**config.mk**
```make
export PLATFORM = sky130hd
export DESIGN_NAME = nibble_serial_adder_ctrl
export DESIGN_NICKNAME = d
export VERILOG_FILES = /design/src/rtl/nibble_serial_adder_ctrl.sv
export SDC_FILE = /design/constraint.sdc
export NUM_CORES = 1
export LEC_CHECK = 0
export ABC_AREA = 1
export BUFFER_PORTS_ARGS = -buffer_cell sky130_fd_sc_hd__clkbuf_2
export CAP_MARGIN = 20
export CELL_PAD_IN_SITES_DETAIL_PLACEMENT = 1
export CELL_PAD_IN_SITES_GLOBAL_PLACEMENT = 1
export CORE_ASPECT_RATIO = 1.5
export CORE_MARGIN = 8
export CORE_UTILIZATION = 43
export DETAILED_ROUTE_END_ITERATION = 10
export PLACE_DENSITY_LB_ADDON = 0.1
export SYNTH_ARGS = -nofsm -noshare
export SYNTH_HDL_FRONTEND = slang
export SYNTH_SLANG_ARGS = --single-unit
```
**constraint.sdc**
```tcl
create_clock -name clk -period 4.16 [get_ports clk]
set_input_delay 0.416 -clock clk [delete_from_list [all_inputs] [get_ports clk]]
set_output_delay 0.416 -clock clk [all_outputs]
set_load 0.01 [all_outputs]
```
**src/rtl/nibble_serial_adder_ctrl.sv**
```systemverilog
// Serial W-bit add/subtract sequencer built on one shared 4-bit ripple-carry adder.
// Handles one nibble per clock, LSB nibble first, with valid/ready handshakes on input and output.

module bit_adder (
   input  logic [3:0] i_a,
   input  logic [3:0] i_b,
   input  logic       i_c,
   output logic [3:0] o_s,
   output logic       o_c
);
   logic [4:0] w_c;

   always_comb begin
      w_c    = '0;
      o_s    = '0;
      w_c[0] = i_c;
      for (int unsigned i = 0; i < 4; i++) begin
         o_s[i]   = i_a[i] ^ i_b[i] ^ w_c[i];
         w_c[i+1] = (i_a[i] & i_b[i]) | (w_c[i] & (i_a[i] ^ i_b[i]));
      end
      o_c = w_c[4];
   end
endmodule

module nibble_serial_adder_ctrl #(
   parameter int unsigned NIBBLES = 4
) (
   input  logic                 clk,
   input  logic                 rst_n,
   input  logic                 in_valid,
   output logic                 in_ready,
   input  logic [4*NIBBLES-1:0] op_a,
   input  logic [4*NIBBLES-1:0] op_b,
   input  logic                 sub,
   input  logic                 carry_in,
   output logic                 out_valid,
   input  logic                 out_ready,
   output logic [4*NIBBLES-1:0] sum,
   output logic                 cout,
   output logic                 ovf,
   output logic                 busy
);
   localparam int unsigned W  = 4 * NIBBLES;
   localparam int unsigned IW = (NIBBLES > 1) ? $clog2(NIBBLES) : 1;
   localparam logic [IW-1:0] LAST = IW'(NIBBLES - 1);

   localparam logic [1:0] S_IDLE = 2'd0;
   localparam logic [1:0] S_RUN  = 2'd1;
   localparam logic [1:0] S_DONE = 2'd2;

   logic [1:0]    r_state;
   logic [W-1:0]  r_a;
   logic [W-1:0]  r_b;
   logic [W-1:0]  r_sum;
   logic          r_carry;
   logic [IW-1:0] r_idx;

   logic [3:0]    w_nib_a;
   logic [3:0]    w_nib_b;
   logic [3:0]    w_nib_sum;
   logic          w_nib_cout;
   logic [IW+1:0] w_base;

   assign w_base  = {r_idx, 2'b00};
   assign w_nib_a = r_a[w_base +: 4];
   assign w_nib_b = r_b[w_base +: 4];

   bit_adder u_bit_adder (
      .i_a (w_nib_a),
      .i_b (w_nib_b),
      .i_c (r_carry),
      .o_s (w_nib_sum),
      .o_c (w_nib_cout)
   );

   always_ff @(posedge clk or negedge rst_n) begin
      if (!rst_n) begin
         r_state <= S_IDLE;
         r_a     <= '0;
         r_b     <= '0;
         r_sum   <= '0;
         r_carry <= 1'b0;
         r_idx   <= '0;
      end else begin
         case (r_state)
            S_IDLE: begin
               if (in_valid) begin
                  // Subtraction is A + ~B + 1, so the inverted operand and the seed carry are latched here.
                  r_a     <= op_a;
                  r_b     <= sub ? ~op_b : op_b;
                  r_carry <= sub ? 1'b1 : carry_in;
                  r_idx   <= '0;
                  r_sum   <= '0;
                  r_state <= S_RUN;
               end
            end
            S_RUN: begin
               r_sum[w_base +: 4] <= w_nib_sum;
               r_carry            <= w_nib_cout;
               if (r_idx == LAST) begin
                  r_state <= S_DONE;
               end else begin
                  r_idx <= r_idx + 1'b1;
               end
            end
            S_DONE: begin
               if (out_ready) begin
                  r_state <= S_IDLE;
               end
            end
            default: r_state <= S_IDLE;
         endcase
      end
   end

   assign in_ready  = (r_state == S_IDLE);
   assign out_valid = (r_state == S_DONE);
   assign busy      = (r_state == S_RUN) || (r_state == S_DONE);
   assign sum       = r_sum;
   assign cout      = out_valid & r_carry;
   assign ovf       = out_valid & (r_a[W-1] == r_b[W-1]) & (r_sum[W-1] != r_a[W-1]);
endmodule

```
==> results.toml <==
[synthesis]
yosys.area.top_type_share_pct = 45.7
synthesis.nets = 424
syn_avg_cell_area_sq_um = 7.74
synth_xor_area_share_pct = 4.83
synth-compound-area-share_pct = 6.81
synth_top_family_by_area = "simple AND/OR/NAND/NOR gates"
synth-seq-cells = 53
yosys.area_share.simple_pct = 30.0
ys_seq_area_share_pct = 45.7
syn_inst = 375
yosysTopAreaCell = "dfrtp_1"
syn_area_sq_mm = 0.00290
yosysUniqueCellTypes = 23
synthMuxAreaShare_pct = 0
synthTopCellsByArea = "dfrtp_1 46%, nand2_1 20%, xnor2_1 4.8%"
yosys_warnings = 0
yosys.area_share.adder_pct = 5.78

[flow_run]
max-cap-violations = 0

[die]
die_area_sq_mm = 0.00969
std_cell_rows = 36
fp.dieW_um = 83.1
die_h_um = 117
core_area_sq_mm = 0.00653
start_util_pct = 44.4
ioPinCount = 59

[global_routing]
grt.overflow.total = 0
grt_pass1_wl_mm = 12.7
grt_max_degree = 54
antenna_found_initial = 0
grt_usage_pct = 15.9
grt_pass1_vias = 2730

[critical_path]
reg2reg_depth = 14
critPathTopFamily = "adder cells"
arrival_ns = 3.39
crit_chain = "clkinv_1, nand3_1, nand2_1, fa_1, inv_1, fa_1, inv_1, fa_1, inv_1, fa_1, nand3_1, nor2_1, nand2_1, nand2_1"
path_common_cell = "fa_1"
path_class = "reg -> reg"
worst_setup_path_end_kind = "flip-flop"
path_depth = 14
cp-start-kind = "flip-flop"
slowest_delay_ns = 0.58
crit_fanout = 11
crit_slowest_cell = "dfrtp_1"
cp.required_ns = 4.37
worst-path-buf-inv = 4

[status]
status = "finished clean"

[placed_design]
port_buffers = 58
gp_congestion = 0.898
hpwl_mm = 5.71

[clocking]
h-tree-depth = 2
clkLatencyLatePin_ns = 0.31
cts-resized-gates = 0
numCtsBuffers = 5
clockBufferDepth = 2
clock-root-buffer = "clkbuf_8"
tritoncts = "yes"
clock-sinks = 53
clk_pin_slew_ns = 0.09
cts_hold_buf = 0
postCtsSetupBuffers = 0

[layout]
seq_area_sq_mm = 0.00133
diodes = 0
final_cell_mix = "157 x nand2_1, 58 x clkbuf_2, 53 x dfrtp_1, 32 x nor2_1, 27 x o21ai_0"
nFillCells = 858
area_growth_pct = 13.1
fin_nets = 477
drive_gt1_share_pct = 18.2
multiInputGateArea_sq_mm = 0.00138
final_common_cell = "nand2_1"
final_util_pct = 50.3

[routing]
antenna_left = 0
routed-via-count = 2468
drt-vias-per-instance = 4.89
drt_iter0_drc = 54
routedWlPerCell_um = 14.5
drc = 0
drt_wl_total_mm = 7.34
first_pass_iters = 4

[timing]
slew_violations = 0
worst_slew_pin_slew_ns = 0.670
rsz0062_at_grt = "no"
slew_headroom_pct = 55.4
hold-worst-slack_ns = 0.215
finalSetupViolCount = 0
finalCritPeriodShare_pct = 76.3
period_minus_slack_ns = 3.17
tns_ns = 0
fmax_mhz = 315
final_hold_viol_count = 0
skew_ns = 0.00526

[pwr]
ir_worst_vdd_mv = 0.291
power_density_mw_per_mm2 = 669
p_leak_uw = 0.00177

[worst_hold_path]
hp-class = "in -> async"
==> per-layer routing <==
metal	up-vias	share of wire, %	global-route usage (%)
met4	0	1.2	4.71
met2	35	55	31.5
li1	1266	-	-
met1	1161	40	15.9
met3	6	3.5	3.56
met5	-	0	0
==> worst register-to-register path, delay by kind of cell, from the launching register on <==
kind	cells	cell delay, ns
fa+ha+maj	4	1.35
buf+inv	4	0.57
flops	1	0.58
simple gates	6	0.58
==> state kept, by name, indices dropped and copies added, names as in the netlist <==
| register | flops |
|---|---|
| sum | 16 |
| r_b | 16 |
| r_carry | 1 |
| r_state | 2 |
| r_a | 16 |
| r_idx | 2 |
==> final cells by class <==
type                    instances  area share [%]
repair buffers                 61            9.52
multi-input cells             282            41.9
inverters                      25            2.86
well taps                      76            2.90
flip-flops and latches         53            40.4
clock buffers                   8            2.44
==> metrics by stage <==
step           setup WS, ns  power [uW]  cell area, sq um  std cells
2_1_floorplan          1.32        1640              2900        375
3_3_place_gp           1.12        1910              3200        497
3_5_place_dp           1.02        1940              3200        497
4_1_cts               0.985        2240              3280        505
5_1_grt               0.762        2430              3280        505
6_report              0.987        2200              3280        505
==> cells by family after synthesis <==
group | count (synthesis)
flip-flops | 53
AO/OA/AOI/OAI | 37
AND/OR/NAND/NOR | 218
XOR/XNOR | 16
buffers and inverters | 40
adder cells (fa/ha/maj) | 11
==> Yosys cell counts <==
cell and instances:
a21oi_1 4, a21oi_2 2, buf_2 7, buf_4 3
buf_6 4, clkbuf_1 1, clkinv_1 1, dfrtp_1 53
fa_1 4, ha_1 7, inv_1 21, inv_2 3
nand2_1 157, nand2_2 5, nand3_1 18, nand3b_1 2
nand4_1 2, nor2_1 32, o211ai_1 2, o21ai_0 27
o21ai_1 2, or2_2 2, xnor2_1 16
==> worst paths after layout <==
path                                from    endpoint  slack (ns)
min in group clk                 op_a[2]      r_a[2]        0.29
max in group asynchronous          rst_n     r_b[13]        3.50
worst max-delay path            r_idx[1]      sum[7]        0.99
worst max register to register  r_idx[1]      sum[7]        0.99
worst min register to register   sum[10]     sum[10]        0.47
worst min-delay path               rst_n  r_state[0]        0.21
==> report_power, final <==
part,total [uW],switching (uW),leakage [uW],internal (uW)
logic,1070,691,0.00105,379
clock network,284,164,0.0000395,120
registers,844,141,0.000681,703
Power figures use the tool's default switching activity.
